==> src/rtl/zmips_mem_arbiter.sv <==
// Arbitrates the single external memory bus between instruction fetch and data access.
// Data has priority, fetch gets a starvation guard, and a stalled bus is aborted with bus_err.
module zmips_mem_arbiter #(
  parameter int unsigned MAX_D_STREAK = 4,
  parameter int unsigned TIMEOUT      = 16
) (
  input  logic        clk,
  input  logic        rst,
  input  logic        if_req,
  input  logic [31:0] if_addr,
  output logic [31:0] if_rdata,
  output logic        if_ack,
  output logic        if_stall,
  input  logic        d_req,
  input  logic        d_we,
  input  logic [31:0] d_addr,
  input  logic [31:0] d_wdata,
  output logic [31:0] d_rdata,
  output logic        d_ack,
  output logic        d_stall,
  output logic        mem_req,
  output logic        mem_we,
  output logic [31:0] mem_addr,
  output logic [31:0] mem_wdata,
  input  logic [31:0] mem_rdata,
  input  logic        mem_ack,
  output logic        bus_err
);

  localparam int unsigned STREAK_W = (MAX_D_STREAK > 0) ? $clog2(MAX_D_STREAK + 1) : 1;
  localparam int unsigned WAIT_W   = (TIMEOUT > 1) ? $clog2(TIMEOUT) : 1;
  localparam logic [STREAK_W-1:0] STREAK_MAX = STREAK_W'(MAX_D_STREAK);
  localparam logic [WAIT_W-1:0]   WAIT_LAST  = WAIT_W'(TIMEOUT - 1);
  localparam bit                  TO_EN      = (TIMEOUT != 0);

  typedef enum logic [1:0] {
    IDLE   = 2'd0,
    I_XFER = 2'd1,
    D_XFER = 2'd2
  } state_t;

  state_t              state;
  logic [STREAK_W-1:0] streak;
  logic [WAIT_W-1:0]   wait_cnt;

  logic in_xfer;
  logic timed_out;
  logic done;

  // Word alignment makes the low address bits irrelevant.
  logic unused_addr_bits;
  assign unused_addr_bits = ^{if_addr[1:0], d_addr[1:0]};

  // Completion, abort and response steering for the transfer in flight.
  always_comb begin
    in_xfer   = (state != IDLE);
    timed_out = TO_EN && in_xfer && !mem_ack && (wait_cnt == WAIT_LAST);
    done      = in_xfer && (mem_ack || timed_out);
    if_ack    = done && (state == I_XFER);
    d_ack     = done && (state == D_XFER);
    bus_err   = timed_out;
    if_rdata  = (if_ack && mem_ack) ? mem_rdata : 32'h0;
    d_rdata   = (d_ack && mem_ack && !mem_we) ? mem_rdata : 32'h0;
    if_stall  = rst && if_req && !if_ack;
    d_stall   = rst && d_req && !d_ack;
  end

  // Grant decision, bus register load and transfer bookkeeping; state moves on the falling edge.
  always_ff @(negedge clk or negedge rst) begin
    if (!rst) begin
      state     <= IDLE;
      streak    <= '0;
      wait_cnt  <= '0;
      mem_req   <= 1'b0;
      mem_we    <= 1'b0;
      mem_addr  <= 32'h0;
      mem_wdata <= 32'h0;
    end else begin
      case (state)
        IDLE: begin
          wait_cnt <= '0;
          if (if_req && (!d_req || streak == STREAK_MAX)) begin
            state     <= I_XFER;
            streak    <= '0;
            mem_req   <= 1'b1;
            mem_we    <= 1'b0;
            mem_addr  <= {if_addr[31:2], 2'b00};
            mem_wdata <= 32'h0;
          end else if (d_req) begin
            state     <= D_XFER;
            mem_req   <= 1'b1;
            mem_we    <= d_we;
            mem_addr  <= {d_addr[31:2], 2'b00};
            mem_wdata <= d_wdata;
            // Only data wins taken while fetch waits count toward starvation.
            if (!if_req) begin
              streak <= '0;
            end else if (streak != STREAK_MAX) begin
              streak <= streak + STREAK_W'(1);
            end
          end
        end
        I_XFER, D_XFER: begin
          if (done) begin
            state   <= IDLE;
            mem_req <= 1'b0;
            mem_we  <= 1'b0;
          end else if (wait_cnt != '1) begin
            wait_cnt <= wait_cnt + WAIT_W'(1);
          end
        end
        default: begin
          state   <= IDLE;
          mem_req <= 1'b0;
          mem_we  <= 1'b0;
        end
      endcase
    end
  end

endmodule

==> config.mk <==
export PLATFORM = sky130hd
export DESIGN_NAME = zmips_mem_arbiter
export DESIGN_NICKNAME = d
export VERILOG_FILES = /design/src/rtl/zmips_mem_arbiter.sv
export SDC_FILE = /design/constraint.sdc
export NUM_CORES = 1
export LEC_CHECK = 0
export ABC_AREA = 1
export CAP_MARGIN = 5
export CORE_UTILIZATION = 40
export CTS_CLUSTER_SIZE = 10
export DETAILED_ROUTE_END_ITERATION = 10
export GPL_TIMING_DRIVEN = 1
export HOLD_SLACK_MARGIN = 0.03
export PLACE_DENSITY = 0.88
export SLEW_MARGIN = 20
export SYNTH_ARGS = -nofsm -noshare
export SYNTH_HDL_FRONTEND = slang
export SYNTH_SLANG_ARGS = --single-unit
==> constraint.sdc <==
create_clock -name clk -period 4.4 [get_ports clk]
set_input_delay 0.88 -clock clk [delete_from_list [all_inputs] [get_ports clk]]
set_output_delay 0.88 -clock clk [all_outputs]
set_load 0.005 [all_outputs]
==> flow_summary.toml, run 1 <==
[run_status]
outcome = "finished with violations"
violations = "setup timing"

[finish]
stdcell_area_sq_um = 7620
nNetsFinal = 1003
drive_above_1_share_pct = 25.7
seq_area_sq_um = 1830
layout_commonest_cell = "clkdlybuf4s50_1"
final_cell_mix = "185 x clkdlybuf4s50_1, 176 x nand2_1, 73 x dfrtn_1, 70 x inv_1, 63 x buf_2"
syn2layout_area_growth_pct = 84.4
fin_util_pct = 76.9
multi_input_area_sq_um = 2150
fill_cells = 698

[floorplan]
die_y_um = 104
initial_core_util_pct = 41.7
dieArea_sq_um = 10700
die_w_um = 104
io_pins = 269
fp-row-count = 36
core_area_sq_um = 9910

[drt]
drt_iter0_drc = 273
final_antenna_net_count = 0
top_layer_used = "met4"
vias = 4980
viasPerCell = 4.96
drc_errors = 0
route.met2.wl_um = 8500
wl_met1_um = 5820
wl_um = 16500
met3_length_um = 1060
dr.pass1.iters = 5
routedWlPerCell_um = 16.4

[synthesis]
synth_area_per_cell_sq_um = 7.27
yosysTopAreaCell = "dfrtn_1"
ys_seq_area_share_pct = 44.2
yosysWarnings = 0
synth_top_area_share_pct = 44.2
syn-instance-count = 569
synth-seq-cells = 73
netlist_area_sq_um = 4130
ys_types = 24
synth_area_leaders = "dfrtn_1 44%, nand2_1 16%, nand3_1 8.2%"

[power]
swShare_pct = 38.0
combPwrFrac_pct = 56.9
internal-power_mw = 2.46
p_seq_share_pct = 29.8
vdd_drop_max_mv = 0.392
netSwitchingPower_mw = 1.51
power_density_nw_per_um2 = 520
pwr-share-clk_pct = 13.3
p_leak_nw = 3.98
total_power_mw = 3.96

[timing]
fin_skew_ns = 0.0131
finalSetupViolCount = 69
fin_ws_ns = -0.437
rsz0062_at_grt = "yes"
hold_slack_ns = 0.426
hold_viol = 0
slew_viol_final = 0

[flow_run]
drv_cap = 0

[clock_tree]
cts_buffer_depth = 2
root_buffer = "clkbuf_8"
clkSinkCount = 73
htree_num_levels = 3
clock_latency_ns = 0.33
cts_buffers = 9
cts_tree = "yes"
path_clk_slew_ns = 0.06
hold_buffers = 0

[min_path]
hp-class = "flip-flop to flip-flop"

[placed_design]
hpwlAfterDp_um = 11700
pre_cts_ws_ns = -0.432
place_congestion = 0.996
placed_cell_area_sq_um = 7160
io_buffers = 262

[global_routing]
grt_pass1_wl_um = 25500
overflow = 0
grt_max_degree = 42
antenna_found_initial = 3
grt_pass1_vias = 5104
track_usage_pct = 30.2

[critical_path]
start_kind = "flip-flop"
path_max_fanout = 16
required_ns = 3.52
critPathCaptureType = "output port"
arrival_ns = 3.96
path_class = "flip-flop to output port"
==> repair_timing <==
item,CTS,global route
gates resized for setup,334,44
buffers inserted,17,5
pin swaps,6,4
cloned,5,0
endpoints found under the setup margin,70,75
==> power by group through the flow <==
stage          logic, mW  clock network, mW  registers (mW)
3_3_place_gp        1.99                  0            1.17
6_report            2.26              0.527            1.18
2_1_floorplan      0.854                  0            1.20
3_5_place_dp        2.07                  0            1.18
4_1_cts             2.24              0.537            1.18
5_1_grt             2.44              0.571            1.22
==> metrics by stage <==
stage,instances,setup TNS (ns)
2_1_floorplan,570,-0.720
3_3_place_gp,967,-26.16
3_5_place_dp,967,-29.52
4_1_cts,1003,-25.67
5_1_grt,1004,-26.74
6_report,1004,-22.69
==> worst max-delay path, stage by stage (launching register included) <==
cell and delay [ns]:
dfrtn_1 0.43, inv_2 0.07, ha_4 0.17, inv_4 0.07
nand4_1 0.15, buf_6 0.23, nor2_2 0.11, clkdlybuf4s15_2 0.21
==> worst paths after layout <==
path,endpoint,start,cells past startpoint,slack (ns)
worst max-delay path,d_rdata[31],state[1],7,-0.44
worst min-delay path,mem_wdata[31],mem_wdata[31],2,0.43
worst max register to register,mem_addr[25],streak[0],9,2.78
worst min register to register,mem_wdata[31],mem_wdata[31],2,0.43
max in group asynchronous,mem_addr[19],rst,2,1.33
min in group asynchronous,mem_addr[6],rst,1,2.47
==> sequential cells by signal, indices dropped and copies added (netlist names) <==
signal,count
mem_addr,30
wait_cnt,4
state,2
mem_we,1
mem_req,1
streak,3
mem_wdata,32
==> area by class of cell <==
class | instances | area share [%]
diodes | 3 | 0.0985
repair buffers | 318 | 38.9
flip-flops and latches | 73 | 24.0
clock buffers | 10 | 1.67
clock inverters | 6 | 0.886
well taps | 133 | 2.18
inverters | 81 | 4.05
multi-input cells | 380 | 28.2
==> cell families after synthesis <==
family	after synthesis	share of synthesized area, %
compound gates	7	0.847
xor+xnor	1	0.212
fa+ha+maj	6	1.82
buf+inv	117	12.7
flops	73	44.2
other cells	1	0.0907
simple gates	364	40.2
==> synth_stat cells <==
cell / count
buf_6: 4
a21oi_1: 1
xor2_1: 1
o21ai_0: 3
nand2_1: 178
buf_8: 1
conb_1: 1
ha_1: 6
nor2_1: 68
nand3_1: 68
nand2_4: 2
nand3b_1: 30
inv_4: 1
nand3_2: 10
buf_4: 5
inv_2: 3
buf_1: 2
inv_1: 77
o21ai_1: 3
nand4_1: 7
dfrtn_1: 73
buf_2: 18
clkbuf_1: 6
nor3_1: 1
==> routing by layer <==
layer	track usage, %	vias to the layer above
met5	0	-
met4	23.3	0
met3	6.23	64
met2	55.3	239
met1	29.9	2349
li1	-	2328
No activity file was read; power rests on OpenSTA's default activity.
==> run 2: changes to the inputs <==
--- a/config.mk
+++ b/config.mk
@@ -6,7 +6,6 @@
 export NUM_CORES = 1
 export LEC_CHECK = 0
 export ABC_AREA = 1
-export CAP_MARGIN = 5
 export CORE_UTILIZATION = 40
 export CTS_CLUSTER_SIZE = 10
 export DETAILED_ROUTE_END_ITERATION = 10
==> results of run 2 <==
No change in the layout: final DEF, timing and power equal those of run 1.
==> run 3: changes to the inputs <==
--- a/config.mk
+++ b/config.mk
@@ -12,6 +12,7 @@
 export GPL_TIMING_DRIVEN = 1
 export HOLD_SLACK_MARGIN = 0.03
 export PLACE_DENSITY = 0.88
+export REMOVE_ABC_BUFFERS = 1
 export SLEW_MARGIN = 20
 export SYNTH_ARGS = -nofsm -noshare
 export SYNTH_HDL_FRONTEND = slang
==> flow_summary.toml, run 3 (synthesis results as in run 1) <==
[global_routing]
grt_max_degree = 50
grt_pass1_vias = 4964
busiest_layer = "met2"
antenna_found_initial = 0
grtUsageMet1_pct = 27.5
grt_use_met3_pct = 8.06
track_usage_pct = 28.7
met2_usage_pct = 54.3
grt_pass1_wl_um = 24400
overflow = 0

[critical_path]
start_kind = "flip-flop"
path_class = "flip-flop to output port"
required_ns = 3.52
critPathCaptureType = "output port"
arrival_ns = 3.97
path_max_fanout = 8

[floorplan]
die_w_um = 104
initial_core_util_pct = 41.7
core_area_sq_um = 9910
dieArea_sq_um = 10700
die_y_um = 104
io_pins = 269
fp-row-count = 36

[power]
internal-power_mw = 2.43
swShare_pct = 37.4
power_density_nw_per_um2 = 517
vdd_drop_max_mv = 0.354
netSwitchingPower_mw = 1.45
combPwrFrac_pct = 54.1
p_leak_nw = 4.07
p_seq_share_pct = 30.4
pwr-share-clk_pct = 15.5

[clock_tree]
hold_buffers = 0
cts_buffer_depth = 2
root_buffer = "clkbuf_8"
cts_tree = "yes"
clkSinkCount = 73
cts_buffers = 9
clock_latency_ns = 0.34
path_clk_slew_ns = 0.05
htree_num_levels = 3

[placed_design]
hpwlAfterDp_um = 10700
io_buffers = 262
placed_cell_area_sq_um = 7040
dp_cells = 961
place_congestion = 0.901
pre_cts_ws_ns = -0.448

[timing]
fin_skew_ns = 0.00981
fin_ws_ns = -0.448
finalSetupViolCount = 69
slew_viol_final = 0
hold_viol = 0
rsz0062_at_grt = "yes"

[finish]
n_antenna_cell = 0
drive_above_1_share_pct = 22.1
final_cell_mix = "177 x nand2_1, 174 x clkdlybuf4s50_1, 74 x inv_1, 73 x dfrtn_1, 63 x nand3_1"
top_regs = "mem_wdata x32, mem_addr x30, wait_cnt x4"
syn2layout_area_growth_pct = 81.6
nNetsFinal = 995
finalNonFillerCells = 993
largest_register_ff_count = 32
stdcell_area_sq_um = 7510
fill_cells = 698
largest_register = "mem_wdata"
layout_commonest_cell = "nand2_1"

[flow_run]
drv_cap = 0

[min_path]
hp-class = "flip-flop to flip-flop"

[drt]
drc_errors = 0
dr.pass1.iters = 4
vias = 4846
final_antenna_net_count = 0
drt_iter0_drc = 285
wl_um = 15300
viasPerCell = 4.88
routedWlPerCell_um = 15.4

[run_status]
outcome = "finished with violations"
violations = "setup timing"
run 3: changes by cell type in the layout (fill, tap and decap cells not counted), moves of 4 or more:
| cell | change |
|---|---|
| clkdlybuf4s15_1 | +6 |
| buf_12 | -5 |
| nor2_2 | -4 |
| inv_1 | +4 |
| buf_6 | -6 |
| inv_2 | -4 |
| nor2_4 | -7 |
| clkdlybuf4s50_1 | -11 |
| clkbuf_2 | +9 |
| dlymetal6s2s_1 | +11 |
| nor2_1 | +11 |
| buf_2 | -17 |
run 3: through the flow:
stage                     utilization [%]  TNS, ns  power [mW]  hold WS (ns)
after global routing                 75.8   -30.07        4.13         0.447
after floorplan                         -   -88.73        1.93         0.433
final                                75.8   -24.50        3.88         0.421
after CTS                            75.7   -26.98        3.91         0.428
after detailed placement             71.0   -29.78        3.16         0.425
after global placement               71.0   -24.12        3.07         0.421
run 3: layout make-up:
class	instances	area, sq um	area share [%]
clock buffers	10	138	1.83
clock inverters	6	90.1	1.20
inverters	81	309	4.12
multi-input cells	380	2050	27.3
flip-flops and latches	73	1830	24.3
well taps	133	166	2.22
repair buffers	310	2930	39.0
run 3: worst paths after layout:
path	slack [ns]	endpoint	cells after the start	start
max reg2reg	2.76	mem_addr[3]	9	state[1]
min	0.42	mem_addr[9]	2	mem_addr[9]
min in group asynchronous	2.56	mem_addr[23]	1	rst
min reg2reg	0.42	mem_addr[9]	2	mem_addr[9]
max in group asynchronous	1.26	mem_we	2	rst
max	-0.45	d_rdata[23]	9	state[1]
run 3: layer usage:
| metal | part of all wire (%) | up-vias |
|---|---|---|
| li1 | - | 2309 |
| met1 | 34 | 2254 |
| met2 | 53 | 233 |
| met3 | 8.1 | 50 |
| met4 | 4.6 | 0 |
| met5 | 0 | - |
run 3: repair_timing:
item                       4_1_cts  5_1_grt
setup endpoints to repair       70       86
setup buffers                   10        3
gates cloned                     5        0
pin swaps                        3        2
gates resized for setup        294       46
run 3: power by group through the flow:
stage	Combinational [mW]	Sequential, mW	Clock, mW
CTS	2.12	1.18	0.612
finish	2.10	1.18	0.602
global placement	1.90	1.17	0
global route	2.28	1.21	0.639
floorplan	0.735	1.20	0
detailed placement	1.97	1.19	0
run 3: critical path: stages (launching register included):
cell and delay, ns:
dfrtn_1 0.42, inv_2 0.06, ha_4 0.16, inv_4 0.06, buf_6 0.10, nand4_1 0.08, buf_6 0.18, buf_16 0.16
nor2_4 0.08, buf_2 0.12
